### src/rtl/dff_bist.sv
// -----------------------------------------------------------------------------
// dff_bist
//
// Built-in self-test driver for a D flip-flop with asynchronous active-low
// preset and clear. A START request runs a fixed 8-step vector sequence
// against the flop under test. Q/Qn are checked after every step, and the
// block reports pass/fail together with the index of the first failing step.
//
// Build option:
//   DFF_BIST_STOP_EN  - when defined, the first failing CHECK ends the run at
//                       once (early DONE). When undefined, all 8 steps run.
//
// Parameters:
//   SETTLE_CYC  - settle cycles after applying inputs and after the DUT clock
//                 falls. Legal range is 1..15.
//
// Ports:
//   CLK        in   system clock, rising edge
//   CLR        in   asynchronous active-low reset of this block
//   START      in   run request, sampled in IDLE only
//   D_O        out  to DUT D
//   PRE_O      out  to DUT PRE (active-low)
//   CLR_O      out  to DUT CLR (active-low)
//   CLK_O      out  to DUT CLK (registered, one CLK period high per clocked step)
//   Q_I        in   from DUT Q
//   Qn_I       in   from DUT Qn
//   BUSY       out  sequence running
//   DONE       out  sequence finished (level)
//   PASS       out  result, valid while DONE=1
//   FAIL_STEP  out  first failing step, valid while DONE=1 and PASS=0
//   dbg_state  out  current FSM state encoding
//
// Handshake: START is a request level that the block samples only in IDLE.
// Sampling START=1 in IDLE accepts the run: BUSY rises and DONE/PASS/FAIL_STEP
// clear on the same edge. START is ignored while BUSY=1. When the run ends,
// BUSY falls and DONE rises on the same edge. DONE, PASS and FAIL_STEP then
// hold until the next accepted START.
//
// Q_I/Qn_I are treated as synchronous to CLK. The DUT is clocked from CLK_O,
// and the settle cycles cover propagation, so there is no synchronizer.
// -----------------------------------------------------------------------------
module dff_bist #(
    parameter int SETTLE_CYC = 2
) (
    input  logic       CLK,
    input  logic       CLR,
    input  logic       START,
    output logic       D_O,
    output logic       PRE_O,
    output logic       CLR_O,
    output logic       CLK_O,
    input  logic       Q_I,
    input  logic       Qn_I,
    output logic       BUSY,
    output logic       DONE,
    output logic       PASS,
    output logic [2:0] FAIL_STEP,
    output logic [2:0] dbg_state
);

    localparam logic [2:0] S_IDLE   = 3'd0;
    localparam logic [2:0] S_APPLY  = 3'd1;
    localparam logic [2:0] S_SETTLE = 3'd2;
    localparam logic [2:0] S_CLK_HI = 3'd3;
    localparam logic [2:0] S_CLK_LO = 3'd4;
    localparam logic [2:0] S_CHECK  = 3'd5;
    localparam logic [2:0] S_FIN    = 3'd6;

    // A settle phase of N cycles loads N-1 and leaves when the count reaches 0.
    localparam logic [3:0] SETTLE_LOAD = 4'(SETTLE_CYC - 1);

    // Bit i gives the expected Q after step i.
    localparam logic [7:0] EXP_Q   = 8'b0010_0101;
    // Bit i is set when step i pulses the DUT clock.
    localparam logic [7:0] CLOCKED = 8'b0110_1100;

    // Vector ROM: {PRE, CLR, D} for each step. PRE and CLR are never both low.
    function automatic logic [2:0] rom_pins(input logic [2:0] s);
        logic [2:0] v;
        case (s)
            3'd0:    v = 3'b010;  // preset
            3'd1:    v = 3'b101;  // clear
            3'd2:    v = 3'b111;  // clock in 1
            3'd3:    v = 3'b110;  // clock in 0
            3'd4:    v = 3'b111;  // D=1 without clock: hold 0
            3'd5:    v = 3'b111;  // clock in 1
            3'd6:    v = 3'b101;  // clear held while clocking D=1
            default: v = 3'b110;  // D=0 without clock: hold 0
        endcase
        return v;
    endfunction

    logic [2:0] state;
    logic [2:0] step;
    logic [3:0] cnt;
    logic       fail_seen;

    logic [2:0] step_inc;
    logic       exp_bit;
    logic       step_good;
    logic       end_run;

    assign step_inc  = step + 3'd1;
    assign exp_bit   = EXP_Q[step];
    assign step_good = (Q_I == exp_bit) && (Qn_I == ~exp_bit);

`ifdef DFF_BIST_STOP_EN
    assign end_run = (step == 3'd7) || !step_good;
`else
    assign end_run = (step == 3'd7);
`endif

    assign dbg_state = state;

    always_ff @(posedge CLK or negedge CLR) begin
        if (!CLR) begin
            state     <= S_IDLE;
            step      <= 3'd0;
            cnt       <= 4'd0;
            fail_seen <= 1'b0;
            D_O       <= 1'b0;
            PRE_O     <= 1'b1;
            CLR_O     <= 1'b1;
            CLK_O     <= 1'b0;
            BUSY      <= 1'b0;
            DONE      <= 1'b0;
            PASS      <= 1'b0;
            FAIL_STEP <= 3'd0;
        end else begin
            case (state)
                S_IDLE: begin
                    if (START) begin
                        state                 <= S_APPLY;
                        step                  <= 3'd0;
                        fail_seen             <= 1'b0;
                        BUSY                  <= 1'b1;
                        DONE                  <= 1'b0;
                        PASS                  <= 1'b0;
                        FAIL_STEP             <= 3'd0;
                        // Step 0 vector is applied on the edge that enters APPLY.
                        {PRE_O, CLR_O, D_O}   <= rom_pins(3'd0);
                    end
                end

                S_APPLY: begin
                    state <= S_SETTLE;
                    cnt   <= SETTLE_LOAD;
                end

                S_SETTLE: begin
                    if (cnt == 4'd0) begin
                        if (CLOCKED[step]) begin
                            state <= S_CLK_HI;
                            CLK_O <= 1'b1;
                        end else begin
                            state <= S_CHECK;
                        end
                    end else begin
                        cnt <= cnt - 4'd1;
                    end
                end

                S_CLK_HI: begin
                    state <= S_CLK_LO;
                    CLK_O <= 1'b0;
                    cnt   <= SETTLE_LOAD;
                end

                S_CLK_LO: begin
                    if (cnt == 4'd0) begin
                        state <= S_CHECK;
                    end else begin
                        cnt <= cnt - 4'd1;
                    end
                end

                S_CHECK: begin
                    // Only the first failure is recorded.
                    if (!step_good && !fail_seen) begin
                        fail_seen <= 1'b1;
                        FAIL_STEP <= step;
                    end
                    if (end_run) begin
                        state <= S_FIN;
                        BUSY  <= 1'b0;
                        DONE  <= 1'b1;
                        PASS  <= !fail_seen && step_good;
                    end else begin
                        state               <= S_APPLY;
                        step                <= step_inc;
                        {PRE_O, CLR_O, D_O} <= rom_pins(step_inc);
                    end
                end

                S_FIN: begin
                    state <= S_IDLE;
                end

                default: begin
                    state <= S_IDLE;
                end
            endcase
        end
    end

endmodule
### config.mk
export PLATFORM = sky130hd
export DESIGN_NAME = dff_bist
export DESIGN_NICKNAME = d
export VERILOG_FILES = /design/src/rtl/dff_bist.sv
export SDC_FILE = /design/constraint.sdc
export NUM_CORES = 1
export LEC_CHECK = 0
export ABC_AREA = 1
export BUFFER_PORTS_ARGS = -buffer_cell sky130_fd_sc_hd__buf_2
export CAP_MARGIN = 20
export CORE_ASPECT_RATIO = 1.2
export CORE_MARGIN = 10
export CORE_UTILIZATION = 43
export CTS_BUF_LIST = sky130_fd_sc_hd__clkbuf_8 sky130_fd_sc_hd__clkbuf_16
export CTS_CLUSTER_DIAMETER = 50
export DETAILED_ROUTE_END_ITERATION = 8
export PLACE_DENSITY = 0.64
export REMOVE_ABC_BUFFERS = 1
export SLEW_MARGIN = 20
export SYNTH_ARGS = -nofsm -noshare
export SYNTH_HDL_FRONTEND = slang
export SYNTH_SLANG_ARGS = --single-unit
### constraint.sdc
create_clock -name CLK -period 1.7 [get_ports CLK]
set_input_delay 0.34 -clock CLK [delete_from_list [all_inputs] [get_ports CLK]]
set_output_delay 0.34 -clock CLK [all_outputs]
set_load 0.01 [all_outputs]
==> results of run 1 <==
## synthesized netlist by cell type (2+ instances only)
master,instances,share of area
a21oi_1,2,0.0077
dfrtp_1,19,0.37
dfstp_2,2,0.041
ha_1,8,0.077
inv_1,20,0.058
inv_2,4,0.012
inv_4,2,0.0097
nand2_1,40,0.12
nand2_2,5,0.024
nand2_4,8,0.070
nand3_1,9,0.035
nand3_2,2,0.015
nand3b_1,2,0.012
nor2_1,13,0.038
o21ai_0,4,0.015
o21ai_1,5,0.019
o21ai_2,3,0.020
o22ai_1,2,0.0097
xor2_1,2,0.014
## layout make-up
class                      instances  area share
multi-input combinational        111       0.446
sequential                        21       0.360
inverter                          27      0.0757
timing repair buffer              17      0.0578
tap                               34      0.0289
clock buffer                       3      0.0281
clock inverter                     1     0.00340
## cells by family after synthesis
logic type                 after synthesis  share of synthesized area
AOI/OAI and AO/OA                       19                     0.0888
xor gates and xnor gates                 2                     0.0135
and+or+nand+nor                         82                      0.327
adders and majority gates                8                     0.0772
DFF                                     21                      0.407
buffers and inverters                   27                     0.0859
## worst min path at each step
| stage | startpoint | endpoint | slack [ns] | depth (start not counted) |
|---|---|---|---|---|
| 3_5_place_dp | CLR | FAIL_STEP[2] | 0.33 | 1 |
| 4_1_cts | CLR | fail_seen | 0.03 | 1 |
| 2_1_floorplan | CLR | BUSY | 0.04 | 0 |
| 3_3_place_gp | CLR | FAIL_STEP[1] | 0.33 | 1 |
| 5_1_grt | CLR | fail_seen | 0.05 | 1 |
| 6_report | CLR | fail_seen | 0.02 | 1 |
## routing by layer
metal,vias up,track usage
li1,536,-
met1,487,0.0987
met2,17,0.181
met3,5,0.0283
met4,0,0.0652
met5,-,0
## through the flow
stage | hold WS [ns] | util
finish | 0.0181 | 0.519
global route | 0.0478 | 0.519
CTS | 0.0272 | 0.518
detailed placement | 0.333 | 0.502
global placement | 0.326 | 0.502
floorplan | 0.0444 | -
## registers in the layout (all words and copies together), names as in the netlist
register   cells
step           3
D_O            1
CLR_O          1
CLK_O          1
dbg_state      3
FAIL_STEP      3
PRE_O          1
PASS           1
BUSY           1
fail_seen      1
cnt            4
DONE           1
## power breakdown
group	internal (mW)	total, mW	switching [mW]
Combinational	0.477	1.36	0.886
Sequential	0.679	0.819	0.140
Clock	0.164	0.347	0.183
## cell usage in the layout (no fill, tap or decap), types with 2 or more instances in the layout
cell type	instances
nand2_1	40
inv_1	19
dfrtp_1	18
buf_2	17
nor2_1	13
nand3_1	9
nand2_4	8
ha_1	8
o21ai_1	6
inv_2	5
nand2_2	5
o21ai_2	3
o21ai_0	3
clkbuf_8	3
dfstp_2	2
a21oi_1	2
inv_4	2
nand3_2	2
o22ai_1	2
xor2_1	2
nand3b_1	2
## worst max-delay path, cell delays in order, from the launching register on
cell,delay [ns]
dfrtp_2,0.47
ha_1,0.22
ha_1,0.20
inv_1,0.12
nand2_4,0.10
nand2_4,0.09
nand2_4,0.08
nand2_1,0.06
o21ai_0,0.08
## repair_timing
item / in CTS / in global routing
endpoints found under the setup margin: 0 / 4
buffers inserted: 0 / 0
gates resized for setup: 0 / 3
==> metrics, run 1 <==
worst min path class=in2async; Area Overhead vs Synth=13.5%; fraction of the cycle the final worst path needs=0.899; global-route usage over all layers=0.100; Yosys warnings=0; Initial Utilization=0.457; post-route ant nets=0; die height=80.1 um; largest net degree at the start of global routing=22; Post-Syn Instances=159; Mapped Avg Cell Area=8.15 sq um; vias=1045; instance area at placement=1420 sq um; worst vdd ir=0.827 mV; Slew Viols, Final=0; Fin. Hold Viols=0; crit path kind=reg2reg; Setup Skew=0.00702 ns; design area=1470 sq um; total gr overflow=0; met3 wire length=137 um; Iteration-0 DRC Markers=71; final net count=194; vias in the first global route=1099; die area=5620 sq um; hold_buf cts=0; Register Area=529 sq um; GPL Wtd Cong=0.830; Multi-input gate area=657 sq um; top routing layer used=met4; first-pass GRT wire length=4.68 mm; vias per cell=4.88; Reg clk slew, reported paths=0.08 ns; Max Root-Sink Buffers=2; Die X=70.1 um; Routed WL per cell=12.6 um; IO buf count=17; Num CTS Buffers=3; later-pin clock latency in the skew report=0.27 ns; Max-cap violations=0; layout cells sized above 1=0.289; setup_tns=0 ns; CP startpoint=step[0]; CP Capture Type=flip-flop; io pins=18; placed insts=210; number of synthesized flops with an enable pin=0; TritonCTS clock tree=yes; Fillers=278; WL final=2.70 mm; Worst R2R Start=step[0]; status=completed; reg2reg path depth=8; Pre-antenna DRT Iters=4; Worst Setup Slack, final=0.171 ns; Synth Register Bits=21; WL met1=1.14 mm; Worst Path Arrival=1.68 ns; Mapped Area=1300 sq um; Final min period=1.53 ns; hpwl dp=2.14 mm; Row Count=21; ant diodes=0; H-tree Lvls=1; non-filler cells, final=214; clock sink count=21; post-synth cell types=26; initial antenna violation count=0; Crit Path Max Fanout=8; FF-to-FF setup slack=0.17 ns; Final setup viols=0; f_max=654 MHz; pwr/cell area=1720 nW/um^2; Crit path required time=1.85 ns; RSZ-0062 raised after global routing=no; relative slew slack=0.673; Final Power=2.53 mW; worst slew pin tran=0.490 ns; Root Buffer=clkbuf_8; Place WS=0.135 ns; reg2reg end=step[0]; share of async-settable or async-resettable flops after synthesis=1.00; crit path to=step[0]; Lkg Pwr=0.795 nW; Primary FF master, synth=dfrtp_1; DRC errors left=0; Core Footprint=2840 sq um; sequential share of the synthesized area=0.407; Critical Path Source Type=flip-flop; met2 WL=1.37 mm
Power figures use the tool's default switching activity.
==> run 2: changes to the inputs <==
--- a/config.mk
+++ b/config.mk
@@ -6,6 +6,7 @@
 export NUM_CORES = 1
 export LEC_CHECK = 0
 export ABC_AREA = 1
+export ABC_CLOCK_PERIOD_IN_PS = 1800
 export BUFFER_PORTS_ARGS = -buffer_cell sky130_fd_sc_hd__buf_2
 export CAP_MARGIN = 20
 export CORE_ASPECT_RATIO = 1.2
==> constraint.sdc (replaced) <==
create_clock -name CLK -period 1.8 [get_ports CLK]
set_input_delay 0.36 -clock CLK [delete_from_list [all_inputs] [get_ports CLK]]
set_output_delay 0.36 -clock CLK [all_outputs]
set_load 0.01 [all_outputs]
==> run 2 against run 1 <==
  * Sequential power is 6.1% lower
  * Critical path depth is 2 lower
  * Fmax is 2.2% lower
  * Clock power is 7.2% lower
  * Critical path type unchanged
  * Critical endpoint is now PRE_O
  * Largest cell class unchanged
==> metrics, run 2 (same netlist as run 1, synthesis figures left out) <==
die area=5620 sq um; DRC errors left=0; Reg clk slew, reported paths=0.08 ns; Fin. Hold Viols=0; global-route usage over all layers=0.0999; TritonCTS clock tree=yes; WL final=2.67 mm; Max stage delay on crit path=0.47 ns; worst hold slack=0.0425 ns; vias in the first global route=1079; Area Overhead vs Synth=13.4%; worst-path cell chain=ha_1 > ha_1 > a21oi_1 > nand2_1 > o21ai_0 > nand2_1; Num CTS Buffers=3; post-layout util=0.518; Root Buffer=clkbuf_8; Max-cap violations=0; slowest CP cell=dfrtp_1; initial antenna violation count=0; clock sink count=21; delay-heaviest family, CP=adder cells; total gr overflow=0; FF-to-FF setup slack=0.24 ns; Fillers=268; Worst Setup Slack, final=0.237 ns; Max Root-Sink Buffers=2; H-tree Lvls=1; max reg flops=4; first-pass GRT wire length=4.70 mm; ant diodes=0; setup_tns=0 ns; Final min period=1.56 ns; Critical path buffers and inverters=0; vias=1008; CP Capture Type=flip-flop; Final setup viols=0; io pins=18; worst slew pin tran=0.486 ns; most common cell after layout, fill and taps aside=nand2_1; relative slew slack=0.676; Crit path required time=2.00 ns; fraction of the cycle the final worst path needs=0.868; crit path to=PRE_O; Worst path depth=6; Worst Path Arrival=1.76 ns; Core Footprint=2840 sq um; sw power=1.13 mW; Initial Utilization=0.457; worst vdd ir=0.923 mV; crit path kind=reg2reg; Combinational Power Share=0.540; GPL Wtd Cong=0.830; layout cells sized above 1=0.278; final net count=194; IO buf count=17; largest reg by FF count=cnt; worst min path class=in2async; Setup Skew=0.00677 ns; Worst R2R Start=step[0]; Pre-antenna DRT Iters=4; sequential share of power=0.325; Routed WL per cell=12.5 um; Final Power=2.37 mW; hold_buf cts=0; Die X=70.1 um; Crit Path Max Fanout=8; Place WS=0.232 ns; most frequent cells in the layout=40 x nand2_1, 20 x inv_1, 19 x dfrtp_1, 17 x buf_2, 13 x nor2_1; later-pin clock latency in the skew report=0.27 ns; Critical Path Source Type=flip-flop; clock power share=0.136; Lkg Pwr=0.796 nW; buffer count from post-CTS setup fixing=0; vias per cell=4.71; pwr/cell area=1610 nW/um^2; f_max=640 MHz; Slew Viols, Final=0; reg2reg path depth=6; RSZ-0062 raised after global routing=no; Switching Share=0.476; die height=80.1 um; CP startpoint=step[0]; Iteration-0 DRC Markers=70; hpwl dp=2.12 mm; Row Count=21; CTS resizes=0; largest net degree at the start of global routing=22; status=completed; post-route ant nets=0; reg2reg end=PRE_O; Internal=1.24 mW
-- run 2: how the worst min path moves through the flow --
stage | start | endpoint | cells after the start
after global placement | CLR | FAIL_STEP[1] | 1
after global routing | CLR | fail_seen | 1
after CTS | CLR | fail_seen | 1
after detailed placement | CLR | FAIL_STEP[2] | 1
after floorplan | CLR | BUSY | 0
final | CLR | dbg_state[2] | 1
-- run 2: power by group through the flow --
| stage | clock [mW] | sequential, mW | combinational, mW |
|---|---|---|---|
| 6_report | 0.322 | 0.769 | 1.28 |
| 5_1_grt | 0.356 | 0.793 | 1.46 |
| 4_1_cts | 0.334 | 0.771 | 1.31 |
| 3_5_place_dp | 0 | 0.781 | 1.30 |
| 3_3_place_gp | 0 | 0.769 | 1.27 |
| 2_1_floorplan | 0 | 0.800 | 0.967 |
-- run 2: worst register-to-register path, delay by kind of cell, from the launching register on --
| kind | cells | cell delay (ns) |
|---|---|---|
| AND/OR/NAND/NOR | 2 | 0.16 |
| AO/OA/AOI/OAI | 2 | 0.32 |
| flip-flops | 1 | 0.47 |
| adder cells (fa/ha/maj) | 2 | 0.56 |
-- run 2: metrics by stage --
| step | area [sq um] | cells |
|---|---|---|
| floorplan | 1300 | 159 |
| global placement | 1420 | 210 |
| detailed placement | 1420 | 210 |
| CTS | 1470 | 214 |
| global route | 1470 | 214 |
| finish | 1470 | 214 |
-- run 2: metal layers --
metal | share of wire | global-route usage | wire, um | vias up
met2 | 0.50 | 0.180 | 1340 | 14
met1 | 0.44 | 0.107 | 1180 | 450
met4 | 0.014 | 0.0474 | 38 | 0
met5 | 0 | 0 | 0 | -
li1 | - | - | - | 540
met3 | 0.045 | 0.0258 | 120 | 4
-- run 2: layout make-up --
type,instances,area [sq um],share of cell area
Multi-Input combinational cell,111,657,0.447
Inverter,27,111,0.0757
Clock inverter,1,5.00,0.00340
Tap cell,34,42.5,0.0289
Timing Repair Buffer,17,85.1,0.0579
Sequential cell,21,528,0.359
Clock buffer,3,41.3,0.0281
